--- src/rtl/noc_router_in.sv ---
// -----------------------------------------------------------------------------
// noc_router_in
//
// Input unit of the 4-node NoC router. Incoming 8-bit flits from the processor
// network interface are buffered in a small FIFO. The flit at the FIFO head is
// checked as a packet header. Each packet of FLITS_PER_PKT flits (header, data,
// tail) is then steered wormhole-style to one of four output ports. The port is
// picked by the header's 2-bit destination field and held until the tail flit
// has been accepted.
//
// Ports:
//   clk            clock
//   rst            asynchronous, active-high reset
//   flit_in        flit from the upstream network interface
//   flit_in_valid  flit_in is valid
//   flit_in_ready  a flit can be accepted this cycle (FIFO not full)
//   out_flit       FIFO head, shared bus to all output ports
//   out_valid      one-hot valid; bit i means out_flit targets output port i
//   out_ready      per-port ready from the output arbiters
//   busy           packet in flight (after header accept, up to tail accept)
//   err_hdr        one-cycle pulse while a malformed header flit is discarded
//   pkt_count      number of completed packets, wraps at 16'hFFFF -> 0
// -----------------------------------------------------------------------------
module noc_router_in #(
    parameter int         DEPTH         = 8,
    parameter logic [5:0] HEADER        = 6'b111111,
    parameter int         FLITS_PER_PKT = 6
) (
    input  logic        clk,
    input  logic        rst,
    input  logic [7:0]  flit_in,
    input  logic        flit_in_valid,
    output logic        flit_in_ready,
    output logic [7:0]  out_flit,
    output logic [3:0]  out_valid,
    input  logic [3:0]  out_ready,
    output logic        busy,
    output logic        err_hdr,
    output logic [15:0] pkt_count
);

    localparam int AW = $clog2(DEPTH);
    localparam int CW = $clog2(FLITS_PER_PKT);

    localparam logic [AW:0]   FULL_LVL = (AW + 1)'(DEPTH);
    localparam logic [CW-1:0] TAIL_IDX = CW'(FLITS_PER_PKT - 1);

    typedef enum logic {
        ST_HEAD,
        ST_BODY
    } state_t;

    // -------------------------------------------------------------------------
    // State
    // -------------------------------------------------------------------------
    logic [7:0]    mem_q [DEPTH];
    logic [AW-1:0] wr_ptr_q, wr_ptr_d;
    logic [AW-1:0] rd_ptr_q, rd_ptr_d;
    logic [AW:0]   count_q,  count_d;
    state_t        state_q,  state_d;
    logic [1:0]    port_q,   port_d;
    logic [CW-1:0] flit_cnt_q, flit_cnt_d;
    logic [15:0]   pkt_count_q, pkt_count_d;

    // -------------------------------------------------------------------------
    // FIFO status and handshakes
    // -------------------------------------------------------------------------
    logic       full;
    logic       empty;
    logic       push;
    logic       pop;
    logic       accept;
    logic       discard;
    logic       hdr_ok;
    logic [7:0] head_flit;

    assign full      = (count_q == FULL_LVL);
    assign empty     = (count_q == '0);
    assign head_flit = mem_q[rd_ptr_q];
    assign hdr_ok    = (head_flit[7:2] == HEADER);

    // Ready depends only on occupancy. A pop in the same cycle does not open a
    // slot for a push while the FIFO is full.
    assign flit_in_ready = !full;
    assign push          = flit_in_valid && !full;

    // A flit leaves the FIFO when the selected port takes it, or when a bad
    // header is dropped.
    assign accept = |(out_valid & out_ready);
    assign pop    = accept || discard;

    assign out_flit  = head_flit;
    assign busy      = (state_q == ST_BODY);
    assign pkt_count = pkt_count_q;

    // -------------------------------------------------------------------------
    // FIFO storage
    // -------------------------------------------------------------------------
    // NOTE: the storage array has no reset. Occupancy and pointers define which
    // entries are live, so resetting the data only adds reset fan-out.
    always_ff @(posedge clk) begin
        if (push) begin
            mem_q[wr_ptr_q] <= flit_in;
        end
    end

    // -------------------------------------------------------------------------
    // FIFO pointers / occupancy
    // -------------------------------------------------------------------------
    // NOTE: every signal assigned in a combinational block gets a default at the
    // top. A path that leaves a signal unassigned would infer a latch.
    always_comb begin
        wr_ptr_d = wr_ptr_q;
        rd_ptr_d = rd_ptr_q;
        count_d  = count_q;
        if (push) begin
            wr_ptr_d = wr_ptr_q + AW'(1);
        end
        if (pop) begin
            rd_ptr_d = rd_ptr_q + AW'(1);
        end
        unique case ({push, pop})
            2'b10:   count_d = count_q + (AW + 1)'(1);
            2'b01:   count_d = count_q - (AW + 1)'(1);
            default: count_d = count_q;
        endcase
    end

    // -------------------------------------------------------------------------
    // Routing FSM: next-state logic
    // -------------------------------------------------------------------------
    always_comb begin
        state_d     = state_q;
        port_d      = port_q;
        flit_cnt_d  = flit_cnt_q;
        pkt_count_d = pkt_count_q;
        unique case (state_q)
            ST_HEAD: begin
                // While a good header waits at the head, the latch follows its
                // destination field. It is therefore already correct when the
                // header is accepted.
                if (!empty && hdr_ok) begin
                    port_d = head_flit[1:0];
                end
                if (accept) begin
                    flit_cnt_d = CW'(1);
                    state_d    = ST_BODY;
                end
            end
            ST_BODY: begin
                // Data and tail flits are told apart by position alone. Payload
                // bytes that look like a header are forwarded unchanged.
                if (accept) begin
                    if (flit_cnt_q == TAIL_IDX) begin
                        flit_cnt_d  = '0;
                        pkt_count_d = pkt_count_q + 16'd1;
                        state_d     = ST_HEAD;
                    end else begin
                        flit_cnt_d = flit_cnt_q + CW'(1);
                    end
                end
            end
            default: state_d = ST_HEAD;
        endcase
    end

    // -------------------------------------------------------------------------
    // Routing FSM: outputs
    // -------------------------------------------------------------------------
    always_comb begin
        out_valid = '0;
        err_hdr   = 1'b0;
        discard   = 1'b0;
        unique case (state_q)
            ST_HEAD: begin
                if (!empty) begin
                    if (hdr_ok) begin
                        out_valid[head_flit[1:0]] = 1'b1;
                    end else begin
                        err_hdr = 1'b1;
                        discard = 1'b1;
                    end
                end
            end
            ST_BODY: begin
                if (!empty) begin
                    out_valid[port_q] = 1'b1;
                end
            end
            default: begin
                out_valid = '0;
            end
        endcase
    end

    // -------------------------------------------------------------------------
    // Routing FSM and FIFO control: state register
    // -------------------------------------------------------------------------
    // NOTE: sequential state uses non-blocking assignments only. All flops then
    // sample their _d values from before the edge, whatever order the blocks
    // are evaluated in.
    always_ff @(posedge clk or posedge rst) begin
        if (rst) begin
            wr_ptr_q    <= '0;
            rd_ptr_q    <= '0;
            count_q     <= '0;
            state_q     <= ST_HEAD;
            port_q      <= '0;
            flit_cnt_q  <= '0;
            pkt_count_q <= '0;
        end else begin
            wr_ptr_q    <= wr_ptr_d;
            rd_ptr_q    <= rd_ptr_d;
            count_q     <= count_d;
            state_q     <= state_d;
            port_q      <= port_d;
            flit_cnt_q  <= flit_cnt_d;
            pkt_count_q <= pkt_count_d;
        end
    end

endmodule

--- config.mk ---
export PLATFORM = sky130hd
export DESIGN_NAME = noc_router_in
export DESIGN_NICKNAME = d
export VERILOG_FILES = /design/src/rtl/noc_router_in.sv
export SDC_FILE = /design/constraint.sdc
export NUM_CORES = 1
export LEC_CHECK = 0
export ABC_AREA = 1
export ABC_CLOCK_PERIOD_IN_PS = 3000
export CAP_MARGIN = 10
export CORE_ASPECT_RATIO = 1.4
export CORE_MARGIN = 2
export CORE_UTILIZATION = 52
export DETAILED_ROUTE_END_ITERATION = 7
export GPL_ROUTABILITY_DRIVEN = 0
export PLACE_DENSITY = 0.84
export SETUP_SLACK_MARGIN = 0.05
export SYNTH_ARGS = -nofsm -noshare
export SYNTH_HDL_FRONTEND = slang
export SYNTH_SLANG_ARGS = --single-unit
--- constraint.sdc ---
create_clock -name clk -period 3 [get_ports clk]
set_clock_uncertainty 0.2 [all_clocks]
set_input_delay 0.9 -clock clk [delete_from_list [all_inputs] [get_ports clk]]
set_output_delay 0.9 -clock clk [all_outputs]
set_load 0.01 [all_outputs]
==> results of run 1 <==
[metal layers]
layer | wire, um | global-route usage, % | vias to the layer above
met3 | 577 | 4.278 | 42
met1 | 4220 | 26.76 | 1832
li1 | - | - | 1849
met4 | 383 | 11.53 | 0
met5 | 0 | 0 | -
met2 | 6104 | 41.21 | 162
[where the power goes]
group	total, mW	switching, mW	leakage [nW]	internal (mW)
Sequential	1.85	0.170	0.995	1.68
Clock	1.10	0.457	0.140	0.641
Combinational	2.96	1.70	1.61	1.26
Total	5.91	2.33	2.74	3.58
[cell usage after synthesis, drive strengths merged (2+ instances only)]
master,n
dfrtp,32
nand2,161
nand3,48
inv,80
ha,6
xnor2,2
o21ai,18
edfxtp,64
buf,17
nor3,7
xor2,10
nand4,21
nor2,46
[what timing repair did]
action / CTS / global route
pin swaps: 4 / 6
resized for setup: 49 / 29
setup buffers: 6 / 4
setup endpoints to repair: 16 / 13
gates cloned: 2 / 0
[area by class of cell]
| type | instances | area [um2] |
|---|---|---|
| fill | 635 | 2953 |
| inverter | 80 | 315.3 |
| clock inverter | 6 | 60.06 |
| tap | 107 | 133.9 |
| multi-input combinational | 326 | 1709 |
| sequential | 96 | 2724 |
| clock buffer | 10 | 229.0 |
| timing repair buffer | 93 | 835.8 |
| timing repair inverter | 2 | 17.52 |
[per-stage QoR]
step | total power [mW] | cell area (um2)
after CTS | 5.753 | 5937
after global routing | 6.288 | 6025
after detailed placement | 4.514 | 5553
after floorplan | 3.544 | 4815
final | 5.911 | 6025
after global placement | 4.401 | 5553
[worst register-to-register path: cells and delay by family, from the launching register on]
kind | cells | cell delay, ns
AND/OR/NAND/NOR | 18 | 1.29
flip-flops | 1 | 0.47
adder cells (fa/ha/maj) | 2 | 0.44
buffers and inverters | 3 | 0.38
AO/OA/AOI/OAI | 1 | 0.20
XOR/XNOR | 1 | 0.15
[path summary, 6_finish.rpt]
path	slack, ns	to	startpoint	depth (start not counted)
worst max register to register	-0.25	count_q[3]$_DFFE_PP0P_	rd_ptr_q[0]$_DFFE_PP0N_	25
worst min-delay path	0.29	pkt_count[12]$_DFFE_PP0P_	pkt_count[12]$_DFFE_PP0P_	2
max in group asynchronous	1.52	rd_ptr_q[0]$_DFFE_PP0N_	rst	3
worst min register to register	0.29	pkt_count[12]$_DFFE_PP0P_	pkt_count[12]$_DFFE_PP0P_	2
worst max-delay path	-0.25	count_q[3]$_DFFE_PP0P_	rd_ptr_q[0]$_DFFE_PP0N_	25
min in group asynchronous	0.75	rd_ptr_q[0]$_DFFE_PP0N_	rst	3
[flip-flops by register name, indices dropped and copies added, names as in the netlist]
| register | flops |
|---|---|
| mem_q | 64 |
| pkt_count | 16 |
| count_q | 4 |
| flit_cnt_q | 3 |
| rd_ptr_q | 3 |
| wr_ptr_q | 3 |
| port_q | 2 |
| busy | 1 |
[logic make-up (layout without fill, tap and decap cells)]
kind of cell / Yosys count / in the layout / share of synthesized area [%]
simple gates: 286 / 286 / 26.92
xor+xnor: 12 / 12 / 2.206
compound gates: 21 / 21 / 2.311
flops: 96 / 96 / 57.14
fa+ha+maj: 7 / 7 / 1.996
buf+inv: 98 / 191 / 9.427
==> results_dict.tcl, run 1 <==
set metrics [dict create \
    status "finished with violations" \
    violations "negative setup slack" \
    syn-cell-area_mm2 0.004765 \
    cts_buffers 9 \
    clk_path_buf_depth 2 \
    num_antenna_cells 0 \
    cellPowerDensity_mw_per_mm2 981.1 \
    hold_path.class "flip-flop to flip-flop" \
    h-tree-depth 3 \
    holdWs_ns 0.2913 \
    crit_fanout 13 \
    die_h_um 117.3 \
    setup_tns_ns -0.9833 \
    critPathCaptureType "flip-flop" \
    avgSynthCellArea_um2 9.163 \
    final_cell_mix "nand2_1, inv_1, edfxtp_1" \
    synth_top_area_cell "edfxtp_1" \
    arrival_ns 3.28 \
    synth_edf_count 64 \
    synthCells 520 \
    cpPeakStageDelay_ns 0.47 \
    dieArea_mm2 0.009955 \
    slew_viol_final 0 \
    cts_sinks 96 \
    fp-row-count 41 \
    die_x_um 84.90 \
    drc 0 \
    slew_headroom_pct 67.60 \
    cts_root_buf "clkbuf_16" \
    utilization_pct 67.11 \
    pin_count 46 \
    drive_gt1_share_pct 20.07 \
    vias 3885 \
    crit_top_cell "nand2_1" \
    critical_path_required_ns 3.03 \
    critPathBufInv 3 \
    path_class "flip-flop to flip-flop" \
    hpwl_um 7246 \
    ys_top_cells_by_area "edfxtp_1, dfrtp_1, nand2_1, inv_1, nand3_1" \
    clock.fmax_mhz 307.3 \
    drt-initial-drc-count 338 \
    wire_per_inst_um 15.67 \
    antenna_found_initial 0 \
    area_growth_pct 26.44 \
    cp_top_family "simple AND/OR/NAND/NOR gates" \
    p_leak_nw 2.743 \
    routed_wirelength_um 11290 \
    grt_start_max_net_pins 33 \
    dp.cells 692 \
    synthDistinctLibCells 32 \
    drv_cap 0 \
    cp_slowest_cell "dfrtp_2" \
    setup_viol_count_final 6 \
    initial_core_util_pct 53.07 \
    hold_viol 0 \
    vdd_drop_max_mv 0.5477 \
    final_common_cell "nand2_1" \
    grt_pass1_wl_um 17620 \
    synth_nets 542 \
    rsz0062_at_grt "yes" \
    fin_nets 630 \
    period_share_pct 108.5 \
    overflow 0 \
    path_clk_slew_ns 0.06 \
    port_buffers 45 \
    ys_seq_area_share_pct 57.14 \
    first_pass_iters 5 \
    fin_crit_ns 3.254 \
    grt_pass1_vias 3733 \
    viasPerCell 5.396 \
    clock_latency_ns 0.34 \
    setup_ws_ns -0.2538 \
    worst_pin_slew_ns 0.4823 \
    synth_async_sr_flop_share_pct 33.33 \
    synthDominantCellAreaShare_pct 40.34 \
    ctsHoldBuffers 0 \
    instances_no_fill 720 \
    synth_warnings 0 \
    cp-start-kind "flip-flop" \
    ys.flop_type "edfxtp_1" \
    cts_tree "done" \
    core_area_mm2 0.008977 \
    ant_nets 0 \
    detailedPlace.worstSlack_ns -0.2466 \
    track_usage_pct 23.09 \
    ys_ff_latch 96 \
]
Note: power is estimated with default switching activity, not from simulation.
==> run 2, diff against run 1 <==
--- a/config.mk
+++ b/config.mk
@@ -15,6 +15,7 @@
 export GPL_ROUTABILITY_DRIVEN = 0
 export PLACE_DENSITY = 0.84
 export SETUP_SLACK_MARGIN = 0.05
+export SKIP_LAST_GASP = 1
 export SYNTH_ARGS = -nofsm -noshare
 export SYNTH_HDL_FRONTEND = slang
 export SYNTH_SLANG_ARGS = --single-unit
==> run 2 against run 1 <==
Compared with the run above:
- the run still ends with negative setup slack left
- first-iteration DRC count increased by 20%
- routed wire length increased by 2.9%
- core utilization increased by 0.59 points
- sequential share of layout area decreased by 0.39 points
- largest cell class unchanged
- critical path depth decreased by 16
- worst hold slack about the same
==> results_dict.tcl, run 2 (same netlist as run 1, synthesis figures left out) <==
set metrics [dict create \
    clock_latency_ns 0.35 \
    violations "negative setup slack" \
    critPathBufInv 4 \
    port_buffers 45 \
    vdd_drop_max_mv 0.5926 \
    power_frac_seq_pct 30.7 \
    clock_power_share_pct 18.4 \
    die_h_um 117.3 \
    multiInputGateArea_mm2 0.001699 \
    cp_top_family "buffers and inverters" \
    cp_slowest_cell "clkdlybuf4s50_1" \
    routed_wirelength_um 11610 \
    rsz0062_at_grt "yes" \
    critical_path_required_ns 1.90 \
    status "finished with violations" \
    swShare_pct 39.43 \
    path_class "flip-flop to output pin" \
    path_clk_slew_ns 0.07 \
    p_sw_mw 2.376 \
    track_usage_pct 23.11 \
    overflow 0 \
    hold_path.class "flip-flop to flip-flop" \
    period_share_pct 109.4 \
    grt_pass1_vias 3732 \
    initial_core_util_pct 53.07 \
    final_common_cell "nand2_1" \
    final_cell_mix "nand2_1, inv_1, edfxtp_1" \
    vias 3933 \
    grt_pass1_wl_um 17620 \
    grt_start_max_net_pins 33 \
    path_cells "buf_8 -> nor2_1 -> nor2_1 -> o21ai_1 -> nand3_1 -> nand2_2 -> buf_4 -> inv_1 -> clkdlybuf4s50_1" \
    arrival_ns 2.18 \
    cpPeakStageDelay_ns 0.52 \
    drv_cap 0 \
    dieArea_mm2 0.009955 \
    largest_reg_flops 64 \
    fin_area_mm2 0.006077 \
    drc 0 \
    slew_viol_final 0 \
    utilization_pct 67.69 \
    holdWs_ns 0.2913 \
    setup_ws_ns -0.2823 \
    p_leak_nw 2.766 \
    worst_pin_slew_ns 0.4702 \
    place_area_mm2 0.005553 \
    fin_nets 635 \
    core_area_mm2 0.008977 \
    cts_root_buf "clkbuf_16" \
    crit_fanout 16 \
    critPathCaptureType "output pin" \
    dp.cells 692 \
    first_pass_iters 5 \
    largest-register "mem_q" \
    fill_cells 610 \
    cts_tree "done" \
    fin_crit_ns 3.282 \
    antenna_found_initial 0 \
    hold_viol 0 \
    drive_gt1_share_pct 20.39 \
    viasPerCell 5.425 \
    cellPowerDensity_mw_per_mm2 991.8 \
    crit_top_cell "nor2_1" \
    ff2ff_setup_slack_ns -0.26 \
    cts_buffers 9 \
    ant_nets 0 \
    pin_count 46 \
    hpwl_um 7246 \
    detailedPlace.worstSlack_ns -0.2466 \
    slew_headroom_pct 68.41 \
    setup_viol_count_final 10 \
    instances_no_fill 725 \
    wire_per_inst_um 16.01 \
    drt-initial-drc-count 405 \
    regArea_mm2 0.002724 \
    area_growth_pct 27.55 \
    die_x_um 84.90 \
    fp-row-count 41 \
    clk_path_buf_depth 2 \
    power_frac_comb_pct 50.9 \
    internal-power_mw 3.651 \
    h-tree-depth 3 \
    clock.fmax_mhz 304.7 \
    cp-start-kind "flip-flop" \
    num_antenna_cells 0 \
    cts_sinks 96 \
]
[run 2: timing repair]
item / in CTS / in global routing
cloned: 2 / 0
gates resized for setup: 36 / 36
endpoints found under the setup margin: 16 / 13
hold buffers: 0 / 0
pin swaps: 4 / 11
setup buffers: 6 / 9
[run 2: cell type report]
class	instances	share of cell area, %
multi-input cells	326	27.96
clock buffers	10	3.768
clock inverters	6	0.9883
repair buffers	98	14.70
repair inverters	2	0.3294
inverters	80	5.230
flip-flops and latches	96	44.82
well taps	107	2.203
[run 2: per-stage QoR]
step / total power [mW] / setup TNS (ns)
6_report: 6.027 / -2.177
5_1_grt: 6.400 / -3.407
4_1_cts: 5.756 / -1.450
3_5_place_dp: 4.514 / -1.419
3_3_place_gp: 4.401 / -0.5524
2_1_floorplan: 3.544 / 0
[run 2: final timing paths]
path                                      startpoint                         to  cells after the start
setup / recovery             rd_ptr_q[0]$_DFFE_PP0N_                out_flit[6]                      9
hold / removal             pkt_count[12]$_DFFE_PP0P_  pkt_count[12]$_DFFE_PP0P_                      2
setup reg to reg             rd_ptr_q[0]$_DFFE_PP0N_     count_q[3]$_DFFE_PP0P_                     24
hold reg to reg            pkt_count[12]$_DFFE_PP0P_  pkt_count[12]$_DFFE_PP0P_                      2
max in group asynchronous                        rst    rd_ptr_q[0]$_DFFE_PP0N_                      3
min in group asynchronous                        rst    rd_ptr_q[0]$_DFFE_PP0N_                      3
[run 2: worst min-delay path, cell delays in order, from the launching register on]
cell	delay, ns
dfrtp_1	0.36
nand2_1	0.06
nand2_1	0.04
[run 2: power groups by stage]
stage / Sequential, mW / Clock (mW) / Combinational (mW)
after floorplan: 1.82 / 0 / 1.73
after global placement: 1.84 / 0 / 2.56
after detailed placement: 1.85 / 0 / 2.66
after CTS: 1.84 / 1.12 / 2.80
after global routing: 1.88 / 1.17 / 3.35
final: 1.85 / 1.11 / 3.07
[run 2: routing by layer]
| metal | up-vias | track usage (%) | part of all wire (%) |
|---|---|---|---|
| met5 | - | 0 | 0 |
| met1 | 1897 | 26.71 | 38 |
| met3 | 31 | 4.278 | 5.4 |
| met2 | 143 | 41.31 | 54 |
| li1 | 1862 | - | - |
| met4 | 0 | 11.53 | 2.6 |
==> run 3, diff against run 2 <==
--- a/config.mk
+++ b/config.mk
@@ -8,7 +8,7 @@
 export ABC_AREA = 1
 export ABC_CLOCK_PERIOD_IN_PS = 3000
 export CAP_MARGIN = 10
-export CORE_ASPECT_RATIO = 1.4
+export CORE_ASPECT_RATIO = 2
 export CORE_MARGIN = 2
 export CORE_UTILIZATION = 52
 export DETAILED_ROUTE_END_ITERATION = 7
==> constraint.sdc (replaced) <==
create_clock -name clk -period 3 [get_ports clk]
set_clock_uncertainty 0.2 [all_clocks]
set_input_delay 0.45 -clock clk [delete_from_list [all_inputs] [get_ports clk]]
set_output_delay 0.45 -clock clk [all_outputs]
set_load 0.01 [all_outputs]
==> run 3 against run 2 <==
Compared with the run above:
- the flow still finishes with violations (negative setup slack)
- critical path depth is 13 higher
- sequential power hardly changed
- core utilization is 0.43 points lower
- non-clock buffer count is 4 lower
- combinational power hardly changed
- flip-flop and latch count stayed put
- critical path type is now flip-flop to flip-flop
- highest routed layer unchanged
==> results_dict.tcl, run 3 (same netlist as run 1, synthesis figures left out) <==
set metrics [dict create \
    cts_tree "done" \
    ant_nets 0 \
    slew_viol_final 0 \
    rr_worst_depth 22 \
    rsz0062_at_grt "yes" \
    die_x_um 71.69 \
    drive_gt1_share_pct 17.94 \
    vias 3948 \
    final_cell_mix "nand2_1, inv_1, edfxtp_1" \
    fp-row-count 49 \
    h-tree-depth 3 \
    area_growth_pct 26.37 \
    setup_viol_count_final 4 \
    pin_count 46 \
    ctsHoldBuffers 0 \
    ff2ff_setup_slack_ns -0.41 \
    routed_wirelength_um 11400 \
    grt_pass1_wl_um 18150 \
    wire_per_inst_um 15.95 \
    port_buffers 45 \
    multiInputGateArea_mm2 0.001673 \
    arrival_ns 3.44 \
    largest_reg_flops 64 \
    status "finished with violations" \
    setup_ws_ns -0.4059 \
    fin_crit_ns 3.406 \
    period_share_pct 113.5 \
    drc 0 \
    fill_cells 626 \
    track_usage_pct 23.69 \
    path_clk_slew_ns 0.07 \
    slew_headroom_pct 71.58 \
    die_h_um 139.4 \
    r2r_start "rd_ptr_q[0]$_DFFE_PP0N_" \
    initial_core_util_pct 53.23 \
    swShare_pct 39.83 \
    hold_viol 0 \
    fin_nets 630 \
    cts_buffers 9 \
    largest-register "mem_q" \
    path_class "flip-flop to flip-flop" \
    cts_sinks 96 \
    hpwl_um 7469 \
    holdWs_ns 0.2859 \
    viasPerCell 5.522 \
    first_pass_iters 7 \
    antenna_found_initial 0 \
    detailedPlace.worstSlack_ns -0.1997 \
    crit_fanout 31 \
    cellPowerDensity_mw_per_mm2 999.4 \
    core_area_mm2 0.008951 \
    critical_path_required_ns 3.03 \
    setup_tns_ns -0.8286 \
    clk_path_buf_depth 2 \
    overflow 0 \
    hold_path.class "primary input to async pin" \
    final_common_cell "nand2_1" \
    dieArea_mm2 0.009991 \
    worst_pin_slew_ns 0.4263 \
    clock_power_share_pct 18.8 \
    regArea_mm2 0.002724 \
    critPathCaptureType "flip-flop" \
    power_frac_comb_pct 50.6 \
    power_frac_seq_pct 30.6 \
    drv_cap 0 \
    vdd_drop_max_mv 0.6950 \
    violations "negative setup slack" \
    rr_endpoint "count_q[3]$_DFFE_PP0P_" \
    p_sw_mw 2.396 \
    p_leak_nw 2.745 \
    utilization_pct 67.26 \
    cp-start-kind "flip-flop" \
    num_antenna_cells 0 \
    grt_pass1_vias 4004 \
    cts_root_buf "clkbuf_16" \
    clock_latency_ns 0.34 \
    internal-power_mw 3.620 \
    clock.fmax_mhz 293.6 \
    grt_start_max_net_pins 33 \
    drt-initial-drc-count 307 \
]
## run 3: how the worst max path moves through the flow
| stage | slack [ns] | start | to |
|---|---|---|---|
| 2_1_floorplan | 0.03 | rd_ptr_q[0]$_DFFE_PP0N_ | count_q[3]$_DFFE_PP0P_ |
| 3_3_place_gp | -0.03 | rd_ptr_q[0]$_DFFE_PP0N_ | count_q[3]$_DFFE_PP0P_ |
| 3_5_place_dp | -0.20 | rd_ptr_q[0]$_DFFE_PP0N_ | count_q[3]$_DFFE_PP0P_ |
| 4_1_cts | -0.29 | rd_ptr_q[0]$_DFFE_PP0N_ | count_q[3]$_DFFE_PP0P_ |
| 5_1_grt | -0.50 | rd_ptr_q[0]$_DFFE_PP0N_ | count_q[3]$_DFFE_PP0P_ |
| 6_report | -0.41 | rd_ptr_q[0]$_DFFE_PP0N_ | count_q[3]$_DFFE_PP0P_ |
## run 3: area by class of cell
cell class	instances	area share, %
clock buffer	9	3.741
clock inverter	7	1.351
timing repair buffer	94	14.57
timing repair inverter	1	0.1247
multi-input combinational	326	27.78
inverter	80	5.071
tap	102	2.120
sequential	96	45.24
## run 3: layer usage
metal  global-route usage (%)  part of all wire [%]
met1                    24.08                    34
met2                    42.64                    56
met3                    3.983                   4.8
met4                    15.79                   4.8
met5                        0                     0
## run 3: through the flow
stage,instances,total power [mW],area [um2]
6_report,715,6.017,6021
5_1_grt,715,6.378,6021
2_1_floorplan,520,3.544,4815
4_1_cts,709,5.849,5943
3_5_place_dp,688,4.604,5592
3_3_place_gp,688,4.482,5592
## run 3: power by group through the flow
stage | Clock [mW] | Sequential (mW) | Combinational, mW
floorplan | 0 | 1.82 | 1.73
global placement | 0 | 1.84 | 2.64
detailed placement | 0 | 1.85 | 2.75
CTS | 1.15 | 1.84 | 2.86
global route | 1.19 | 1.87 | 3.32
finish | 1.13 | 1.84 | 3.04
## run 3: critical path: stages (launching register included)
cell and delay (ns):
dfrtp_2 0.47, buf_12 0.19, nor2_1 0.11, nor2_1 0.05, o21ai_1 0.13, nand3_1 0.13
nand2_2 0.13, nor2_4 0.07, nand4_1 0.12, nand2_2 0.08, nand2_2 0.09, nand2_4 0.06
nor2_4 0.15, nand2_4 0.07, ha_4 0.18, ha_1 0.27, nand2_1 0.07, nor2_1 0.05
a211oi_2 0.22, nor2_1 0.09, nor2_1 0.12, nand2_1 0.08, xor2_1 0.14
## run 3: repair_timing
| item | CTS | global route |
|---|---|---|
| gates cloned | 1 | 0 |
| pin swaps | 1 | 1 |
| endpoints found under the setup margin | 8 | 9 |
| setup buffers | 4 | 6 |
| gates resized for setup | 7 | 23 |
| hold endpoints to repair | 0 | 0 |
